--- src/rtl/maxnet_ctrl.sv ---
// Maxnet sequencing controller: loads neuron inputs, iterates MAC/activation
// updates and reports a sole winner, an all-zero result or a timeout.
module maxnet_ctrl #(
    parameter int N        = 4,
    parameter int IDX_W    = 2,
    parameter int MAX_ITER = 15,
    parameter int ITER_W   = 4,
    parameter int SETTLE   = 1
) (
    input  logic               clk,
    input  logic               rst,
    input  logic               start,
    input  logic [5*N-1:0]     act_out,
    output logic               ld_init,
    output logic               ld_reg,
    output logic               busy,
    output logic               done,
    output logic [IDX_W-1:0]   winner,
    output logic               found,
    output logic               all_zero,
    output logic               timeout,
    output logic [ITER_W-1:0]  iter_cnt
);

    localparam int SW = (SETTLE > 1) ? $clog2(SETTLE) : 1;

    typedef enum logic [2:0] {
        S_IDLE, S_LOAD, S_COMPUTE, S_UPDATE, S_CHECK, S_DONE
    } state_t;

    state_t              state_q, state_d;
    logic [SW-1:0]       settle_q, settle_d;
    logic [ITER_W-1:0]   iter_q, iter_d;
    logic [1:0]          pos_cnt_q, pos_cnt_d, pos_cnt_c;
    logic [IDX_W-1:0]    pos_idx_q, pos_idx_d, pos_idx_c;
    logic [IDX_W-1:0]    winner_q, winner_d;
    logic                found_q, found_d;
    logic                zero_q, zero_d;
    logic                tmo_q, tmo_d;

    always_ff @(posedge clk) begin
        if (!rst) begin
            state_q   <= S_IDLE;
            settle_q  <= '0;
            iter_q    <= '0;
            pos_cnt_q <= '0;
            pos_idx_q <= '0;
            winner_q  <= '0;
            found_q   <= 1'b0;
            zero_q    <= 1'b0;
            tmo_q     <= 1'b0;
        end else begin
            state_q   <= state_d;
            settle_q  <= settle_d;
            iter_q    <= iter_d;
            pos_cnt_q <= pos_cnt_d;
            pos_idx_q <= pos_idx_d;
            winner_q  <= winner_d;
            found_q   <= found_d;
            zero_q    <= zero_d;
            tmo_q     <= tmo_d;
        end
    end

    // Positive = sign clear and non-zero magnitude; count saturates at 2.
    always_comb begin
        pos_cnt_c = 2'd0;
        pos_idx_c = '0;
        for (int i = 0; i < N; i++) begin
            if (!act_out[5*i+4] && act_out[5*i +: 4] != 4'd0) begin
                if (pos_cnt_c == 2'd0) pos_idx_c = IDX_W'(i);
                if (pos_cnt_c != 2'd2) pos_cnt_c = pos_cnt_c + 2'd1;
            end
        end
    end

    always_comb begin
        state_d  = state_q;
        settle_d = settle_q;
        unique case (state_q)
            S_IDLE: if (start) state_d = S_LOAD;
            S_LOAD: begin
                state_d  = S_COMPUTE;
                settle_d = '0;
            end
            S_COMPUTE: begin
                if (settle_q == SW'(SETTLE - 1)) state_d = S_UPDATE;
                else settle_d = settle_q + SW'(1);
            end
            S_UPDATE: state_d = S_CHECK;
            S_CHECK: begin
                if (pos_cnt_q != 2'd2 || iter_q == ITER_W'(MAX_ITER)) begin
                    state_d = S_DONE;
                end else begin
                    state_d  = S_COMPUTE;
                    settle_d = '0;
                end
            end
            S_DONE:  state_d = S_IDLE;
            default: state_d = S_IDLE;
        endcase
    end

    always_comb begin
        iter_d    = iter_q;
        pos_cnt_d = pos_cnt_q;
        pos_idx_d = pos_idx_q;
        winner_d  = winner_q;
        found_d   = found_q;
        zero_d    = zero_q;
        tmo_d     = tmo_q;
        if (state_q == S_IDLE && start) begin
            iter_d  = '0;
            found_d = 1'b0;
            zero_d  = 1'b0;
            tmo_d   = 1'b0;
        end
        if (state_q == S_UPDATE) begin
            iter_d    = iter_q + ITER_W'(1);
            pos_cnt_d = pos_cnt_c;
            pos_idx_d = pos_idx_c;
        end
        if (state_q == S_CHECK) begin
            if (pos_cnt_q == 2'd1) begin
                found_d  = 1'b1;
                winner_d = pos_idx_q;
            end else if (pos_cnt_q == 2'd0) begin
                zero_d   = 1'b1;
                winner_d = '0;
            end else if (iter_q == ITER_W'(MAX_ITER)) begin
                tmo_d    = 1'b1;
                winner_d = '0;
            end
        end
    end

    always_comb begin
        busy    = 1'b0;
        ld_init = 1'b0;
        ld_reg  = 1'b0;
        done    = 1'b0;
        unique case (state_q)
            S_LOAD: begin
                busy    = 1'b1;
                ld_init = 1'b1;
            end
            S_COMPUTE: busy = 1'b1;
            S_UPDATE: begin
                busy   = 1'b1;
                ld_reg = 1'b1;
            end
            S_CHECK: busy = 1'b1;
            S_DONE:  done = 1'b1;
            default: busy = 1'b0;
        endcase
    end

    assign winner   = winner_q;
    assign found    = found_q;
    assign all_zero = zero_q;
    assign timeout  = tmo_q;
    assign iter_cnt = iter_q;

endmodule

--- config.mk ---
export PLATFORM = sky130hd
export DESIGN_NAME = maxnet_ctrl
export DESIGN_NICKNAME = d
export VERILOG_FILES = /design/src/rtl/maxnet_ctrl.sv
export SDC_FILE = /design/constraint.sdc
export NUM_CORES = 1
export LEC_CHECK = 0
export ABC_CLOCK_PERIOD_IN_PS = 2900
export CORE_UTILIZATION = 46
export CTS_CLUSTER_SIZE = 20
export DETAILED_ROUTE_END_ITERATION = 7
export HOLD_SLACK_MARGIN = 0.08
export PLACE_DENSITY = 0.94
export SLEW_MARGIN = 20
export SYNTH_ARGS = -nofsm -noshare
export SYNTH_HDL_FRONTEND = slang
export SYNTH_SLANG_ARGS = --single-unit
--- constraint.sdc ---
create_clock -name clk -period 2.9 [get_ports clk]
set_clock_uncertainty 0.1 [all_clocks]
set_input_delay 0.435 -clock clk [delete_from_list [all_inputs] [get_ports clk]]
set_output_delay 0.435 -clock clk [all_outputs]
set_load 0.005 [all_outputs]
==> flow_summary.ini <==
[drt]
dr.pass1.iters = 4
wl_per_cell_um = 13.5
wl_um = 2250
vias = 942
vias_per_cell = 5.64
drtIter0Drc = 17
antenna_left = 0
drc_errors = 0

[worst_setup_path]
crit_type = register to output port
arrival_ns = 1.88
cpMaxStageDelayCell = clkdlybuf4s50_1
critical_path_required_ns = 2.37
path_cells = nand3b_4 > inv_1 > clkdlybuf4s50_1
critPathLaunchType = register
crit_fanout = 11
slowest_delay_ns = 0.57
end_kind = output port

[clock_tree]
cts_buffer_depth = 2
cts-resized-gates = 0
post_cts_buffers = 0
cts.htree.levels = 1
cts_buffers = 3
hold_buffers = 0
cts_root_buffer = clkbuf_4
clock_latency_ns = 0.29
cts_tree = done
cts.sinks = 16
clk_pin_slew_ns = 0.09

[timing]
timing.final.crit_share = 0.831
slew_violations = 0
setup_viol = 0
period_needed_ns = 2.41
setup_tns_ns = 0
max_freq_mhz = 415
worst-slew-pin-transition_ns = 0.585
rsz0062_at_grt = false
hold_viol = 0
slew-limit-headroom = 0.607

[global_routing]
antenna_found_initial = 0
top_usage_layer = met2
grt_pass1_wl_um = 3380
use_met3 = 0.0308
grt_overflow = 0
use_met1 = 0.264
grt_max_degree = 15
grt.total_usage = 0.216
grt_pass1_vias = 804
grtUsageMet2 = 0.342

[finish]
design_area_sq_um = 1330
nNetsFinal = 170
fin_util = 0.684
area_growth_pct = 40.7
drive_above_1_share = 0.136
antenna_cells = 0

[placement]
port_buffers = 35
hpwl_um = 1660
routabilityCongestion = 0.816
place_area_sq_um = 1290

[floorplanning]
die_w_um = 47.3
core_sq_um = 1940
pin_count = 36
start_util = 0.486
dieArea_sq_um = 2240
die_h_um = 47.3
core.rowCount = 16

[synthesis]
netlist_top_cells_area = dfxtp_1 34%, ha_1 7.9%, a21oi_1 4.2%
synth.cell_area_sq_um = 945
synth_seq_cells = 16
synth.avg_cell_area_sq_um = 8.91
async_reset_ff_frac = 0
yosys_warnings = 0
synth.distinct_cells = 41
ys_seq_area_frac = 0.339
synth_cells = 106
synth_common_cells = 16 x dfxtp_1, 9 x nor2_1, 8 x a21oi_1, 7 x o21ai_0
yosys.area.top_type_share = 0.339
synth_edf_count = 0
yosysTopAreaCell = dfxtp_1
synth_fp_nets = 135
synth.most_common_cell = dfxtp_1
synth_ff_type = dfxtp_1

[run]
maxCapViolCount = 0

[pwr]
leakagePower_nw = 0.512
totalPowerFinal_mw = 0.498
ir_drop_mv = 0.223
power.density_nw_per_um2 = 375

[min_path]
hp-class = register to register

[status]
status = finished, final reports clean
[area by class of cell]
type,count,area [sq um]
multi-input combinational,82,577
tap,27,33.8
sequential,16,320
fill,164,613
clock buffer,4,36.3
inverter,3,11.3
timing repair buffer,35,350
[stage by stage]
stage	hold slack, ns	instances	setup WS, ns
final	0.354	167	0.490
after global routing	0.397	167	0.388
after CTS	0.355	167	0.496
after detailed placement	0.344	163	0.435
after global placement	0.337	163	0.510
after floorplan	0.347	106	0.979
[sequential cells by signal, summed over array words and instances, names as in the netlist]
name and count:
all_zero 1, found 1, iter_cnt 4, pos_cnt_q 2
pos_idx_q 2, state_q 3, timeout 1, winner 2
[worst max-delay path, delay by kind of cell (launching register included)]
family | cells | cell delay [ns]
buffers and inverters | 2 | 0.90
AND/OR/NAND/NOR | 1 | 0.18
flip-flops | 1 | 0.51
[per-layer routing]
layer | up-vias | wire [um]
met4 | 0 | 89
li1 | 452 | -
met3 | 11 | 151
met1 | 426 | 881
met5 | - | 0
met2 | 53 | 1130
[logic make-up after synthesis]
kind of cell             Yosys count  synth area share
buffers and inverters              8            0.0503
adder cells (fa/ha/maj)            6            0.0795
multiplexers                       1            0.0106
AO/OA/AOI/OAI                     30             0.213
flip-flops                        16             0.339
XOR/XNOR                           2            0.0185
AND/OR/NAND/NOR                   43             0.289
[path summary, 6_finish.rpt]
path | end | startpoint | cells past startpoint | slack (ns)
worst max-delay path | ld_reg | state_q[1]$_SDFFE_PN0P_ | 3 | 0.49
worst min-delay path | all_zero$_SDFF_PN0_ | all_zero$_SDFF_PN0_ | 2 | 0.35
worst max register to register | pos_cnt_q[0]$_SDFFE_PN0P_ | state_q[1]$_SDFFE_PN0P_ | 4 | 1.19
worst min register to register | all_zero$_SDFF_PN0_ | all_zero$_SDFF_PN0_ | 2 | 0.35
[cells in the final DEF, fill, tap and decap left out, drive strengths merged, types with 3 or more instances in the layout]
master         synthesis  final
clkdlybuf4s50          0     35
nand3                  4      4
dfxtp                 16     16
nor2b                  6      6
ha                     6      6
clkbuf                 1      4
inv                    3      3
nor2                   9      9
nor4                   4      4
a22oi                  3      3
a21oi                 10     10
o21ai                  8      8
or2                    3      3
nand2                  4      4
[report_power, final]
group | internal (mW) | switching (mW) | leakage [nW]
sequential | 0.226 | 0.0120 | 0.129
combinational | 0.0682 | 0.0451 | 0.361
clock | 0.0765 | 0.0700 | 0.0210
total | 0.371 | 0.127 | 0.512
No activity file was read; power rests on OpenSTA's default activity.
